$ cat src/rtl/mem_arbiter_pkg.sv
// mem_arbiter_pkg: shared memory-port types and arbiter state encoding
package mem_arbiter_pkg;
   localparam int N_CORES_DEFAULT = 4;
   localparam int ADDR_W = 32;
   localparam int DATA_W = 32;
   typedef struct packed {
      logic              cs;
      logic              rw;
      logic [ADDR_W-1:0] addr;
      logic [DATA_W-1:0] data;
   } memory_request_t;
   typedef struct packed {
      logic [DATA_W-1:0] data;
      logic              ready;
   } memory_response_t;
   typedef enum logic [1:0] {ARB_IDLE, ARB_BUSY, ARB_RELEASE} arb_state_t;
   typedef logic [$clog2(N_CORES_DEFAULT)-1:0] core_id_t;
endpackage

$ cat src/rtl/mem_arbiter_rr_picker.sv
// rr_picker: combinational round-robin priority encoder, first set bit at or after ptr
module rr_picker #(
   parameter int N = 4,
   parameter int W = $clog2(N)
) (
   input  logic [N-1:0] req,
   input  logic [W-1:0] ptr,
   output logic [W-1:0] win,
   output logic         any
);
   logic [W-1:0] idx;
   // scan from farthest to nearest so the candidate closest to ptr is written last
   always_comb begin
      win = '0;
      any = 1'b0;
      idx = '0;
      for (int k = N - 1; k >= 0; k--) begin
         idx = W'((int'(ptr) + k) % N);
         if (req[idx]) begin
            win = idx;
            any = 1'b1;
         end
      end
   end
endmodule

$ cat src/rtl/mem_arbiter.sv
// mem_arbiter: round-robin sharing of the single mem_ctrl port between N_CORES caches
module mem_arbiter
   import mem_arbiter_pkg::*;
#(
   parameter int N_CORES        = N_CORES_DEFAULT,
   parameter int TIMEOUT_CYCLES = 1024
) (
   input  logic                       clk,
   input  logic                       rst,
   input  memory_request_t            cache_mem_req [N_CORES],
   output memory_response_t           cache_mem_res [N_CORES],
   output memory_request_t            mem_req,
   input  memory_response_t           mem_res,
   output logic [$clog2(N_CORES)-1:0] grant_id,
   output logic                       busy,
   output logic                       timeout_err
);
   localparam int ID_W = $clog2(N_CORES);
   localparam int WD_W = (TIMEOUT_CYCLES > 1) ? $clog2(TIMEOUT_CYCLES) : 1;
   localparam logic [WD_W-1:0] WD_LAST = WD_W'((TIMEOUT_CYCLES > 0) ? TIMEOUT_CYCLES - 1 : 0);
   localparam logic [ID_W-1:0] LAST_ID = ID_W'(N_CORES - 1);

   arb_state_t      state_q, state_d;
   logic [ID_W-1:0] rr_ptr_q, rr_ptr_d;
   logic [ID_W-1:0] grant_id_q, grant_id_d;
   memory_request_t req_q, req_d;
   logic [WD_W-1:0] wd_cnt_q, wd_cnt_d;
   logic [N_CORES-1:0] cs_vec;
   logic [ID_W-1:0] win;
   logic            any;
   logic            done;
   logic            expire;

   // gather chip selects for the picker
   always_comb begin
      cs_vec = '0;
      for (int i = 0; i < N_CORES; i++) cs_vec[i] = cache_mem_req[i].cs;
   end

   rr_picker #(.N(N_CORES), .W(ID_W)) u_pick (
      .req (cs_vec),
      .ptr (rr_ptr_q),
      .win (win),
      .any (any)
   );

   assign done   = (state_q == ARB_BUSY) && mem_res.ready;
   assign expire = (TIMEOUT_CYCLES != 0) && (state_q == ARB_BUSY) && !mem_res.ready && (wd_cnt_q == WD_LAST);

   // next state: grant in IDLE, finish on ready or watchdog, one RELEASE cycle back to IDLE
   always_comb begin
      state_d    = state_q;
      rr_ptr_d   = rr_ptr_q;
      grant_id_d = grant_id_q;
      req_d      = req_q;
      wd_cnt_d   = wd_cnt_q;
      if (state_q == ARB_IDLE && any) begin
         state_d    = ARB_BUSY;
         grant_id_d = win;
         req_d      = cache_mem_req[win];
         wd_cnt_d   = '0;
      end else if (done || expire) begin
         state_d  = ARB_RELEASE;
         rr_ptr_d = (grant_id_q == LAST_ID) ? '0 : grant_id_q + 1'b1;
      end else if (state_q == ARB_BUSY) begin
         wd_cnt_d = wd_cnt_q + 1'b1;
      end else if (state_q == ARB_RELEASE) begin
         state_d = ARB_IDLE;
      end
   end

   // arbiter registers; reset abandons any transaction in flight
   always_ff @(posedge clk or posedge rst) begin
      if (rst) begin
         state_q    <= ARB_IDLE;
         rr_ptr_q   <= '0;
         grant_id_q <= '0;
         req_q      <= '0;
         wd_cnt_q   <= '0;
      end else begin
         state_q    <= state_d;
         rr_ptr_q   <= rr_ptr_d;
         grant_id_q <= grant_id_d;
         req_q      <= req_d;
         wd_cnt_q   <= wd_cnt_d;
      end
   end

   // forward the latched request and route the response to the owner only
   always_comb begin
      mem_req    = req_q;
      mem_req.cs = (state_q == ARB_BUSY);
      for (int i = 0; i < N_CORES; i++) begin
         cache_mem_res[i].data  = mem_res.data;
         cache_mem_res[i].ready = done && (grant_id_q == ID_W'(i));
      end
   end

   assign busy        = (state_q == ARB_BUSY);
   assign grant_id    = grant_id_q;
   assign timeout_err = expire;
endmodule

$ cat config.mk
export PLATFORM = sky130hd
export DESIGN_NAME = mem_arbiter
export DESIGN_NICKNAME = d
export VERILOG_FILES = /design/src/rtl/mem_arbiter_pkg.sv /design/src/rtl/mem_arbiter_rr_picker.sv /design/src/rtl/mem_arbiter.sv
export SDC_FILE = /design/constraint.sdc
export NUM_CORES = 1
export LEC_CHECK = 0
export BUFFER_PORTS_ARGS = -buffer_cell sky130_fd_sc_hd__buf_2
export CORE_AREA = 2 2 195 197
export DETAILED_ROUTE_END_ITERATION = 8
export DIE_AREA = 0 0 197 199
export GPL_TIMING_DRIVEN = 0
export MAX_ROUTING_LAYER = met4
export PLACE_DENSITY = 0.41
export SYNTH_ARGS = -nofsm -noshare
export SYNTH_HDL_FRONTEND = slang
export SYNTH_HIERARCHICAL = 1
export SYNTH_SLANG_ARGS = --single-unit
$ cat constraint.sdc
create_clock -name clk -period 3.3 [get_ports clk]
set_clock_uncertainty 0.1 [all_clocks]
set_input_delay 0.165 -clock clk [delete_from_list [all_inputs] [get_ports clk]]
set_output_delay 0.165 -clock clk [all_outputs]
set_load 0.02 [all_outputs]
==> results.md <==
| Step | Result | Reported |
|---|---|---|
| floorplanning | Die height | 199 microns |
| clocking | Clock slew seen by the registers of the worst setup and hold paths | 0.07 ns |
| synthesis | Synth Register Bits | 81 |
| synthesis | Post-synth EDFFs | 0 |
| worst setup path | Worst r2r dst | mem_req[58]$_DFFE_PP0N_ |
| worst setup path | Setup crit start kind | register |
| grt | Antenna violations before repair | 6 |
| grt | Pin count of the biggest net entering global routing | 52 |
| floorplanning | Core Footprint | 37,100 sq um |
| grt | Layer with the highest usage | met2 |
| floorplanning | Num ports | 501 |
| worst setup path | Critical path start-end classification | reg2reg |
| grt | Global-route track usage on met1 | 0.138 |
| clocking | Clk Tree Root Cell | sky130_fd_sc_hd__clkbuf_16 |
| worst setup path | Biggest fanout along the worst timing path | 10 |
| placement | Post-place setup slack | 0.261 ns |
| sta | Worst slew slack as a fraction of its limit | 0.409 |
| worst setup path | Crit path required time | 3.43 ns |
| placement | Final weighted congestion of routability-driven global placement | 0.790 |
| worst setup path | Crit path from | rr_ptr_q[1]$_DFFE_PP0P_ |
| synthesis | Top FF cell, synth | sky130_fd_sc_hd__dfrtp_1 |
| power and ir drop | Static Leakage | 4.94 nW |
| synthesis | Mapped Nets | 897 |
| min path | Worst hold stages | 4 |
| synthesis | Ranking of synthesized cells by instance count | 208 x sky130_fd_sc_hd__nand2_1, 130 x sky130_fd_sc_hd__buf_4, 81 x sky130_fd_sc_hd__dfrtp_1 |
| sta | Number of hold violations in the final report | 0 |
| sta | Final critical-path required period | 2.82 ns |
| layout | Final-stage net count | 1,378 |
| sta | Slack of the critical path | 0.484 ns |
| sta | Fin crit share | 0.853 |
| synthesis | Top-count cell post-synth | sky130_fd_sc_hd__nand2_1 |
| placement | Final HPWL DP | 20,400 microns |
| worst setup path | Destination of the critical timing path | mem_req[58]$_DFFE_PP0N_ |
| sta | Setup-failing EPs final | 0 |
| worst setup path | Worst setup EP type | register |
| routing | Starting DRT DRC Count | 142 |
| synthesis | Share of flip-flops with an asynchronous set or reset | 1.00 |
| grt | Via count of the first global-routing pass | 5,959 |
| routing | Detailed-router iteration count before antenna repair | 4 |
| clocking | Depth of the CTS H-tree | 3 |
| synthesis | Portion of synthesized cell area occupied by the leading cell type | 0.343 |
| synthesis | Number of warnings printed during yosys synthesis | 6 |
| sta | Achievable frequency | 0.355 GHz |
| routing | Routed length per placed instance | 15.5 microns |
| synthesis | Combined area of all synthesized cells | 5900 sq um |
| worst setup path | Arrival time of the worst setup path | 2.95 ns |
| layout | Layout cells sized above 1 | 0.642 |
| grt | Global Route Usage Sum | 0.123 |
| floorplanning | Effective utilization at floorplan | 0.159 |
| synthesis | Distinct cell type count of the synthesized netlist | 33 |
| run | Count of max-cap constraint violations | 0 |
| routing | Number of DRC violations after detailed routing | 0 |
| worst setup path | Depth of the most critical reg-to-reg path | 8 |
| synthesis | Post-synthesis instance total | 593 |
| routing | Antenna violation net count after detailed routing | 0 |
| clocking | Clock sink total | 81 |
| grt | Met2 global-route usage | 0.215 |
| routing | Post-Route WL | 24,200 microns |
| sta | RSZ-0062 raised after global routing | false |
| power and ir drop | P per Cell Area | 726 nW/um^2 |
| clocking | CTS tree | built |
| routing | Total number of vias | 5,917 |
| min path | Path type of the worst min-delay path | in2reg |
| grt | Met3 Track Usage GR | 0.0275 |
| floorplanning | Area of the die | 39,200 sq um |
| synthesis | Syn_area_per_cell | 9.96 sq um |
| sta | Fin. max-slew vios | 0 |
| placement | # port buffers | 468 |
| run status | Outcome | finished, final reports clean |
| grt | GRT Residual Overflow | 0 |
| worst setup path | R2R Setup Slk | 0.48 ns |
| clocking | Maximum buffer depth of the clock tree | 2 |
| layout | Area growth from synthesis to final layout | 55.8% |
| synthesis | Cells taking the most area after synthesis | sky130_fd_sc_hd__dfrtp_1 34%, sky130_fd_sc_hd__mux4_2 25%, sky130_fd_sc_hd__buf_4 17% |
| synthesis | Fraction of the yosys area taken by sequential cells | 0.343 |
| clocking | Number of buffers created by CTS | 9 |
| grt | Wire length of the first global-routing pass | 34,700 microns |
| routing | Via-to-Cell Ratio | 3.80 |
| floorplanning | Horizontal die dimension | 197 microns |
| sta | Actual transition at the worst max-transition pin | 0.887 ns |
| clocking | Clock Latency Late Sink | 0.35 ns |
| sta | Final setup TNS | 0 ns |
| power and ir drop | IR drop worst, VDD | 0.266 mV |
| floorplanning | Standard-cell row count | 71 |
| worst setup path | Reg2reg start | rr_ptr_q[1]$_DFFE_PP0P_ |
| synthesis | Cell type with the highest aggregate area in the netlist | sky130_fd_sc_hd__dfrtp_1 |
layer usage:
| metal | share of wire | vias up |
|---|---|---|
| li1 | - | 2876 |
| met1 | 0.40 | 2753 |
| met2 | 0.52 | 273 |
| met3 | 0.063 | 15 |
| met4 | 0.020 | 0 |
| met5 | 0 | - |
cells in the final DEF (no fill, tap or decap), types with 6 or more instances in the layout:
cell type	count
sky130_fd_sc_hd__a31oi_1	6
sky130_fd_sc_hd__buf_1	6
sky130_fd_sc_hd__buf_2	475
sky130_fd_sc_hd__buf_4	130
sky130_fd_sc_hd__clkbuf_1	17
sky130_fd_sc_hd__clkbuf_16	9
sky130_fd_sc_hd__dfrtp_1	81
sky130_fd_sc_hd__diode_2	6
sky130_fd_sc_hd__mux4_2	65
sky130_fd_sc_hd__nand2_1	208
sky130_fd_sc_hd__nor2_1	8
sky130_fd_sc_hd__o21ai_0	10
sequential cells by signal, indices dropped and copies added, names as in the netlist:
| register | cells |
|---|---|
| grant_id | 2 |
| rr_ptr_q | 2 |
| mem_req | 65 |
| wd_cnt_q | 10 |
| state_q | 2 |
worst max-delay path, stage by stage (launching register included):
cell	delay, ns
sky130_fd_sc_hd__dfrtp_1	0.44
sky130_fd_sc_hd__nor3b_1	0.20
sky130_fd_sc_hd__a211oi_1	0.07
sky130_fd_sc_hd__nor2_1	0.33
sky130_fd_sc_hd__buf_2	0.42
sky130_fd_sc_hd__buf_1	0.58
sky130_fd_sc_hd__mux4_2	0.42
sky130_fd_sc_hd__nand2_1	0.08
sky130_fd_sc_hd__nand2_1	0.05
how the worst min path moves through the flow:
stage                                         end  slack, ns                    start
after floorplan           wd_cnt_q[9]$_DFFE_PP0P_       0.30               mem_res[0]
after global placement    mem_req[43]$_DFFE_PP0N_       0.36  mem_req[43]$_DFFE_PP0N_
after detailed placement  mem_req[31]$_DFFE_PP0N_       0.12                      rst
after CTS                 mem_req[48]$_DFFE_PP0N_       0.09       cache_mem_req[114]
after global routing      mem_req[49]$_DFFE_PP0N_       0.11       cache_mem_req[247]
final                     mem_req[48]$_DFFE_PP0N_       0.12       cache_mem_req[114]
power breakdown:
group          internal, mW  leakage [nW]  switching (mW)
clock                 0.600         0.146           0.468
combinational          1.55          3.79            2.31
sequential             1.47          1.00           0.287
layout make-up:
type	instances	area, sq um
Tap cell	474	593
Inverter	6	25.0
Fill cell	4138	27900
Antenna cell	6	15.0
Clock inverter	6	75.1
Timing Repair Buffer	470	2380
Sequential cell	81	2030
Multi-Input combinational cell	347	2760
Buffer	159	1090
Clock buffer	10	229
per-stage QoR:
stage	total power, mW	std cells	cell area, sq um	hold WS [ns]	util
5_1_grt	7.29	1559	9200	0.114	0.248
3_3_place_gp	5.76	1535	8840	0.356	0.238
4_1_cts	6.90	1553	9180	0.0925	0.247
3_5_place_dp	5.78	1536	8870	0.121	0.239
6_report	6.68	1559	9200	0.115	0.248
2_1_floorplan	4.30	593	5900	0.301	-
cells by family (layout without fill, tap and decap cells):
| kind of cell | after synthesis | count (layout) | share of synthesized area |
|---|---|---|---|
| AO/OA/AOI/OAI | 33 | 33 | 0.0360 |
| adder cells (fa/ha/maj) | 5 | 5 | 0.0106 |
| buffers and inverters | 165 | 651 | 0.189 |
| flip-flops | 81 | 81 | 0.343 |
| multiplexers | 68 | 68 | 0.253 |
| other | 0 | 6 | 0 |
| AND/OR/NAND/NOR | 241 | 241 | 0.168 |
repair_timing:
action	4_1_cts	5_1_grt
endpoints found under the hold margin	30	0
gates resized for setup	0	0
setup endpoints to repair	0	0
hold buffers	1	0
setup buffers	0	0
Power figures use the tool's default switching activity.
